[config.mk]
export PLATFORM = sky130hd
export DESIGN_NAME = regfile_wb_scheduler
export DESIGN_NICKNAME = d
export VERILOG_FILES = /design/src/rtl/regfile_pkg.sv /design/src/rtl/rr_arbiter2.sv /design/src/rtl/regfile_wb_scheduler.sv
export SDC_FILE = /design/constraint.sdc
export NUM_CORES = 1
export LEC_CHECK = 0
export ABC_AREA = 1
export CAP_MARGIN = 15
export CORE_MARGIN = 5
export CORE_UTILIZATION = 38
export CTS_BUF_LIST = sky130_fd_sc_hd__clkbuf_8 sky130_fd_sc_hd__clkbuf_16
export CTS_CLUSTER_SIZE = 30
export DETAILED_ROUTE_END_ITERATION = 10
export HOLD_SLACK_MARGIN = 0.06
export PLACE_DENSITY = 0.78
export SYNTH_ARGS = -nofsm -noshare
export SYNTH_HDL_FRONTEND = slang
export SYNTH_SLANG_ARGS = --single-unit
[constraint.sdc]
create_clock -name clk -period 6 [get_ports clk]
set_input_delay 1.2 -clock clk [delete_from_list [all_inputs] [get_ports clk]]
set_output_delay 1.2 -clock clk [all_outputs]
set_load 0.005 [all_outputs]
[src/rtl/regfile_pkg.sv]
// Shared types and sizing for the register-file write-back scheduler.
package regfile_pkg;

   localparam int XLEN = 64;
   localparam int NREG = 32;
   localparam int AW   = $clog2(NREG);

   typedef enum logic {WB_ALU = 1'b0, WB_MEM = 1'b1} wb_src_e;

   typedef struct packed {
      logic [AW-1:0]   rd;
      logic [XLEN-1:0] data;
   } wb_req_t;

endpackage

[src/rtl/rr_arbiter2.sv]
// Two-requester round-robin arbiter; grant[0]=ALU, grant[1]=MEM, one-hot or zero.
module rr_arbiter2
   import regfile_pkg::*;
(
   input  logic       clk,
   input  logic       reset,
   input  logic [1:0] req,
   output logic [1:0] grant
);

   wb_src_e last_grant;

   always_comb begin
      grant = req;
      // On a tie the source that did not win last time goes first.
      if (req == 2'b11)
         grant = (last_grant == WB_MEM) ? 2'b01 : 2'b10;
   end

   always_ff @(posedge clk) begin
      if (reset)
         last_grant <= WB_MEM;
      else if (grant[0])
         last_grant <= WB_ALU;
      else if (grant[1])
         last_grant <= WB_MEM;
   end

endmodule

[src/rtl/regfile_wb_scheduler.sv]
// Write-port arbiter between ALU and load results, plus the RAW/WAW hazard
// scoreboard that stalls issue while a destination write is outstanding.
module regfile_wb_scheduler
   import regfile_pkg::*;
(
   input  logic            clk,
   input  logic            reset,
   input  logic            issue_valid,
   input  logic [AW-1:0]   issue_rd,
   input  logic [AW-1:0]   issue_rs1,
   input  logic [AW-1:0]   issue_rs2,
   output logic            issue_stall,
   input  logic            alu_valid,
   input  logic [AW-1:0]   alu_rd,
   input  logic [XLEN-1:0] alu_data,
   output logic            alu_ready,
   input  logic            mem_valid,
   input  logic [AW-1:0]   mem_rd,
   input  logic [XLEN-1:0] mem_data,
   output logic            mem_ready,
   output logic [AW-1:0]   rf_rd,
   output logic [XLEN-1:0] rf_writedata,
   output logic            rf_reg_write,
   output logic [NREG-1:0] pending,
   output logic            wb_unexpected
);

   logic [1:0]      grant;
   logic            accept;
   logic            fire;
   logic            win_nz;
   wb_req_t         alu_req;
   wb_req_t         mem_req;
   wb_req_t         win;
   logic [NREG-1:0] pending_nxt;

   rr_arbiter2 u_arb (
      .clk   (clk),
      .reset (reset),
      .req   ({mem_valid, alu_valid}),
      .grant (grant)
   );

   assign alu_ready = grant[0];
   assign mem_ready = grant[1];
   assign accept    = |grant;
   assign alu_req   = '{rd: alu_rd, data: alu_data};
   assign mem_req   = '{rd: mem_rd, data: mem_data};
   assign win       = grant[1] ? mem_req : alu_req;
   assign win_nz    = (win.rd != '0);

   assign issue_stall = issue_valid &
                        (((issue_rs1 != '0) & pending[issue_rs1]) |
                         ((issue_rs2 != '0) & pending[issue_rs2]) |
                         ((issue_rd  != '0) & pending[issue_rd]));
   assign fire = issue_valid & ~issue_stall;

   // Clear lands after the register file commits; a same-cycle set is a new producer and wins.
   always_comb begin
      pending_nxt = pending;
      if (rf_reg_write)
         pending_nxt[rf_rd] = 1'b0;
      if (fire && issue_rd != '0)
         pending_nxt[issue_rd] = 1'b1;
      pending_nxt[0] = 1'b0;
   end

   always_ff @(posedge clk) begin
      if (reset) begin
         rf_rd         <= '0;
         rf_writedata  <= '0;
         rf_reg_write  <= 1'b0;
         pending       <= '0;
         wb_unexpected <= 1'b0;
      end else begin
         rf_reg_write <= accept & win_nz;
         if (accept && win_nz) begin
            rf_rd        <= win.rd;
            rf_writedata <= win.data;
         end
         pending <= pending_nxt;
         if (accept && win_nz && !pending[win.rd])
            wb_unexpected <= 1'b1;
      end
   end

endmodule

==> results_dict.tcl <==
set metrics [dict create \
    vdd_ir_drop_max_v 0.000146 \
    ctsLongestPathBuffers 2 \
    critical_path_class "in2out" \
    wl_per_cell_um 18.4 \
    core-area_um2 15100 \
    slowest_delay_ns 1.16 \
    post_cts_resized 0 \
    final_common_cell "nand2_1" \
    startpoint_type "input pin" \
    min_path_type "reg2reg" \
    antenna_cells 0 \
    place_inst 1313 \
    dpl-instance-area_um2 8470 \
    synth_flop_cell "dfxtp_1" \
    crit_path_cell_trace "clkdlybuf4s50_1 > nor2_1 > nand2_1 > nand3_1 > nand2_1 > inv_1 > nor2_1 > nand2_1 > nor2_2 > nand2_2 > nor2_4 > nor2_1 > clkdlybuf4s50_1" \
    drtAntennaViolNets 0 \
    drt-initial-drc-count 692 \
    synthAdderAreaFrac 0 \
    instances_no_fill 1329 \
    grt_max_degree 130 \
    crit_required_ns 4.80 \
    path_max_fanout 30 \
    r2r_setup_slack_ns 2.97 \
    hold_buffers 0 \
    layout.nets 1295 \
    leakage_nw 3.48 \
    cp_slowest_cell "clkdlybuf4s50_1" \
    maxCapViolCount 0 \
    hold_viol 0 \
    clk_latency_ns 0.34 \
    synth_top_family_by_area "simple AND/OR/NAND/NOR gates" \
    period_needed_ns 5.01 \
    reg2reg_depth 14 \
    synth-edff-count 0 \
    end_kind "output pin" \
    fmax_ghz 0.199 \
    grt_pass1_vias 6611 \
    setup_viol 0 \
    syn-cell-area_um2 5860 \
    finClkSkew_ns 0.0100 \
    p_per_area_nw_per_um2 210 \
    cp-startpoint "issue_rd[0]" \
    dieArea_um2 18000 \
    synthesis.nets 1075 \
    nFillCells 1479 \
    first_pass_iters 6 \
    yosysSeqAreaShare 0.352 \
    drc 0 \
    post_cts_buffers 0 \
    async_flop_share 0 \
    final_cell_mix "279 x nand2_1, 262 x clkdlybuf4s50_1, 103 x dfxtp_1, 67 x inv_1, 65 x nand3_1" \
    finalCritPeriodShare 0.835 \
    num_vias 7214 \
    cts_sinks 103 \
    ys_ff_latch 103 \
    cts-htree-levels 3 \
    fin_ws_ns 0.987 \
    rsz0062_at_grt "false" \
    final_util 0.582 \
    pre_cts_ws_ns 1.04 \
    slew_headroom 0.267 \
    critical_path_arrival_ns 3.81 \
    chipWidth_um 134 \
    synth_cells 917 \
    cts_buffers 9 \
    syn2layout_area_growth_pct 50.4 \
    finalMaxSlewViolations 0 \
    die_y_um 134 \
    cts.clk_slew.worst_paths_ns 0.07 \
    avgViaCountPerCell 5.43 \
    antenna_found_initial 0 \
    cts_root_buf "clkbuf_16" \
    setup_tns_ns 0 \
    critPathCapture "issue_stall" \
    synth_compound_area_frac 0.229 \
    tritoncts "yes" \
    grt_use_total 0.256 \
    final_area_um2 8810 \
    dp_hpwl_um 18300 \
    port_buffers 262 \
    overflow 0 \
    std_cell_rows 45 \
    layout-drive-gt1-share 0.0386 \
    worst_slew_pin_slew_ns 1.10 \
    start_util 0.387 \
    avgSynthCellArea_um2 6.39 \
    outcome "finished, final reports clean" \
    ios 264 \
    routed_wl_um 24400 \
    grt_pass1_wl_um 36300 \
    synthMuxAreaShare 0 \
    gp_congestion 0.965 \
    r2r-start "u_arb.last_grant$_SDFFE_PP1P_" \
    synth_xor_area_frac 0 \
    synth_warnings 0 \
    r2r-end "wb_unexpected$_SDFFE_PP0P_" \
    synth.distinct_cells 28 \
    synthSimpleGateAreaFrac 0.321 \
]
==> critical path, delay by kind of cell <==
kind | cells | cell delay, ns
buf+inv | 3 | 1.64
simple gates | 10 | 0.95
==> Yosys cell counts (19+ instances only) <==
master	number	share of area
nor2_1	40	0.026
o21ai_0	62	0.053
dfxtp_1	103	0.35
a31oi_1	64	0.068
nand4_1	32	0.034
o21ai_1	53	0.045
buf_2	21	0.018
nand2_1	279	0.18
a21oi_1	41	0.035
o211ai_1	19	0.024
clkbuf_1	31	0.020
inv_1	65	0.042
nand3_1	65	0.056
==> logic make-up (layout without fill, tap and decap cells) <==
group	after synthesis	in the layout
compound gates	241	241
buf+inv	134	358
simple gates	438	438
other cells	1	1
flops	103	103
==> state kept, by name, indices dropped and copies added, names as in the netlist <==
register	cells
pending	31
rf_reg_write	1
wb_unexpected	1
u_arb.last_grant	1
rf_rd	5
rf_writedata	64
==> area by class of cell <==
cell class                      instances  area (um2)  share of cell area
Tap cell                              188         235              0.0267
Inverter                               74         279              0.0317
Sequential cell                       103        2060               0.234
Multi-Input combinational cell        680        3230               0.366
Timing Repair Buffer                  269        2700               0.306
Clock buffer                           10         239              0.0271
Clock inverter                          5        75.1             0.00852
==> stage by stage <==
step	power [mW]	hold WS [ns]
after floorplan	0.978	0.483
after global placement	1.23	0.486
after detailed placement	1.23	0.499
after CTS	1.85	0.508
after global routing	1.92	0.536
final	1.85	0.518
==> how the worst min path moves through the flow <==
stage	from	to	slack (ns)	cells past startpoint
5_1_grt	rf_writedata[17]$_SDFFE_PP0P_	rf_writedata[17]$_SDFFE_PP0P_	0.54	2
2_1_floorplan	pending[10]$_SDFF_PP0_	pending[10]$_SDFF_PP0_	0.48	2
3_3_place_gp	pending[22]$_SDFF_PP0_	pending[22]$_SDFF_PP0_	0.49	2
4_1_cts	pending[22]$_SDFF_PP0_	pending[22]$_SDFF_PP0_	0.51	2
6_report	pending[22]$_SDFF_PP0_	pending[22]$_SDFF_PP0_	0.52	2
3_5_place_dp	pending[22]$_SDFF_PP0_	pending[22]$_SDFF_PP0_	0.50	2
==> routing by layer <==
layer,track usage,wire [um],up-vias
li1,-,-,3546
met1,0.315,9430,3197
met2,0.434,11800,413
met3,0.0559,2330,58
met4,0.105,910,0
met5,0,0,-
==> power by group <==
group          internal, mW  leakage, nW  switching [mW]  total [mW]
clock                 0.372        0.157           0.249       0.621
sequential            0.731        0.849          0.0312       0.762
combinational         0.238         2.47           0.226       0.464
total                  1.34         3.48           0.506        1.85
No activity file was read; power rests on OpenSTA's default activity.
==> RTL edit: new RTL, same settings <==
Make the reset (`reset`) asynchronous in 2 clocked blocks.
--- a/src/rtl/rr_arbiter2.sv
+++ b/src/rtl/rr_arbiter2.sv
@@ -17,7 +17,7 @@
          grant = (last_grant == WB_MEM) ? 2'b01 : 2'b10;
    end
 
-   always_ff @(posedge clk) begin
+   always_ff @(posedge clk or posedge reset) begin
       if (reset)
          last_grant <= WB_MEM;
       else if (grant[0])
--- a/src/rtl/regfile_wb_scheduler.sv
+++ b/src/rtl/regfile_wb_scheduler.sv
@@ -65,7 +65,7 @@
       pending_nxt[0] = 1'b0;
    end
 
-   always_ff @(posedge clk) begin
+   always_ff @(posedge clk or posedge reset) begin
       if (reset) begin
          rf_rd         <= '0;
          rf_writedata  <= '0;
Behaviour: differs if reset is asserted again (counterexample within 4 cycles, from zero or initial values and one cycle with reset high); with reset held inactive, the same outputs for 4 cycles.
==> RTL edit against the original RTL <==
Non-clock buffer count rose by 4; sequential cell count did not move; utilization fell by 0.17 points; via count fell by 3.1%; sequential share of layout area rose by 4.8 points; hold slack got worse by 25 ps; synthesized area rose by 3.6%; wire length fell by 3.7%; setup slack got worse by 45 ps; design area rose by 3.8%.
Power is not compared: it rests on default switching activity, and its combinational part moved more than twofold at a synthesized area within 25%.
==> RTL edit: results (changes against the original RTL) <==
* Multi-input logic area at 2977 sq um (-7.8%)
* Post-Place Cell Area at 8795 sq um (+3.8%)
* Ys async rst share at 1.000 (+1.000)
* Pre-Repair DR Iteration Count at 5 (-1)
* First-pass GRT wire length at 35,740 um (-1.6%)
* Post-Syn Nets at 1,044 (-2.9%)
* Worst Reg-to-Reg Cells at 11 (-3)
* Detailed Place HPWL at 17,800 um (-2.6%)
* FF-to-FF End: rf_writedata[58]
* Reg2reg start: u_arb.last_grant
* Gpl congestion at 0.9245 (-4.2%)
* Outcome: finished, final reports clean
* Total Wirelength at 23,530 um (-3.7%)
* Skew final at 9.487 ps (-0.5439 ps)
* Storage element area at 2579 sq um (+25%)
* WHS Endpoint: wb_unexpected
* Sequential-to-total area share from yosys stat at 0.4249 (+0.07295)
* Placed cells at 1,325 (+0.91%)
* Vias in the first global route at 6,507 (-1.6%)
* Fill count at 1,482 (+0.20%)
* Buffers, non-clock at 273 (+1.5%)
* Flop2flop setup slack at 3220 ps (+250 ps)
* Synth Instances at 886 (-3.4%)
* CP Max Fanout at 24 (-20%)
* Worst Tran Pin Value at 1020 ps (-78.99 ps)
* Antenna violations before repair at 1 (+1)
RTL edit: per-stage QoR:
stage | worst slack, ps | total power, mW
after floorplan | 2098 | 1.520
after global placement | 1107 | 2.224
after detailed placement | 1015 | 2.231
after CTS | 999.2 | 2.926
after global routing | 744.6 | 3.089
final | 942.2 | 2.922
RTL edit: kinds of logic after synthesis:
group / Yosys count / synth area share
buffers and inverters: 119 / 0.08534
AOI/OAI and AO/OA: 132 / 0.1288
other: 1 / 0.0006178
and+or+nand+nor: 531 / 0.3603
DFF: 103 / 0.4249
RTL edit: routing by layer:
layer | track usage | vias up | share of wire
met2 | 0.4210 | 387 | 0.49
met3 | 0.08068 | 67 | 0.11
met5 | 0 | - | 0.00055
li1 | - | 3393 | -
met1 | 0.2883 | 3140 | 0.36
met4 | 0.1142 | 2 | 0.039
RTL edit: report_power, final:
part           switching [mW]  internal (mW)
sequential              0.275          0.858
combinational           0.530          0.567
clock                   0.278          0.414
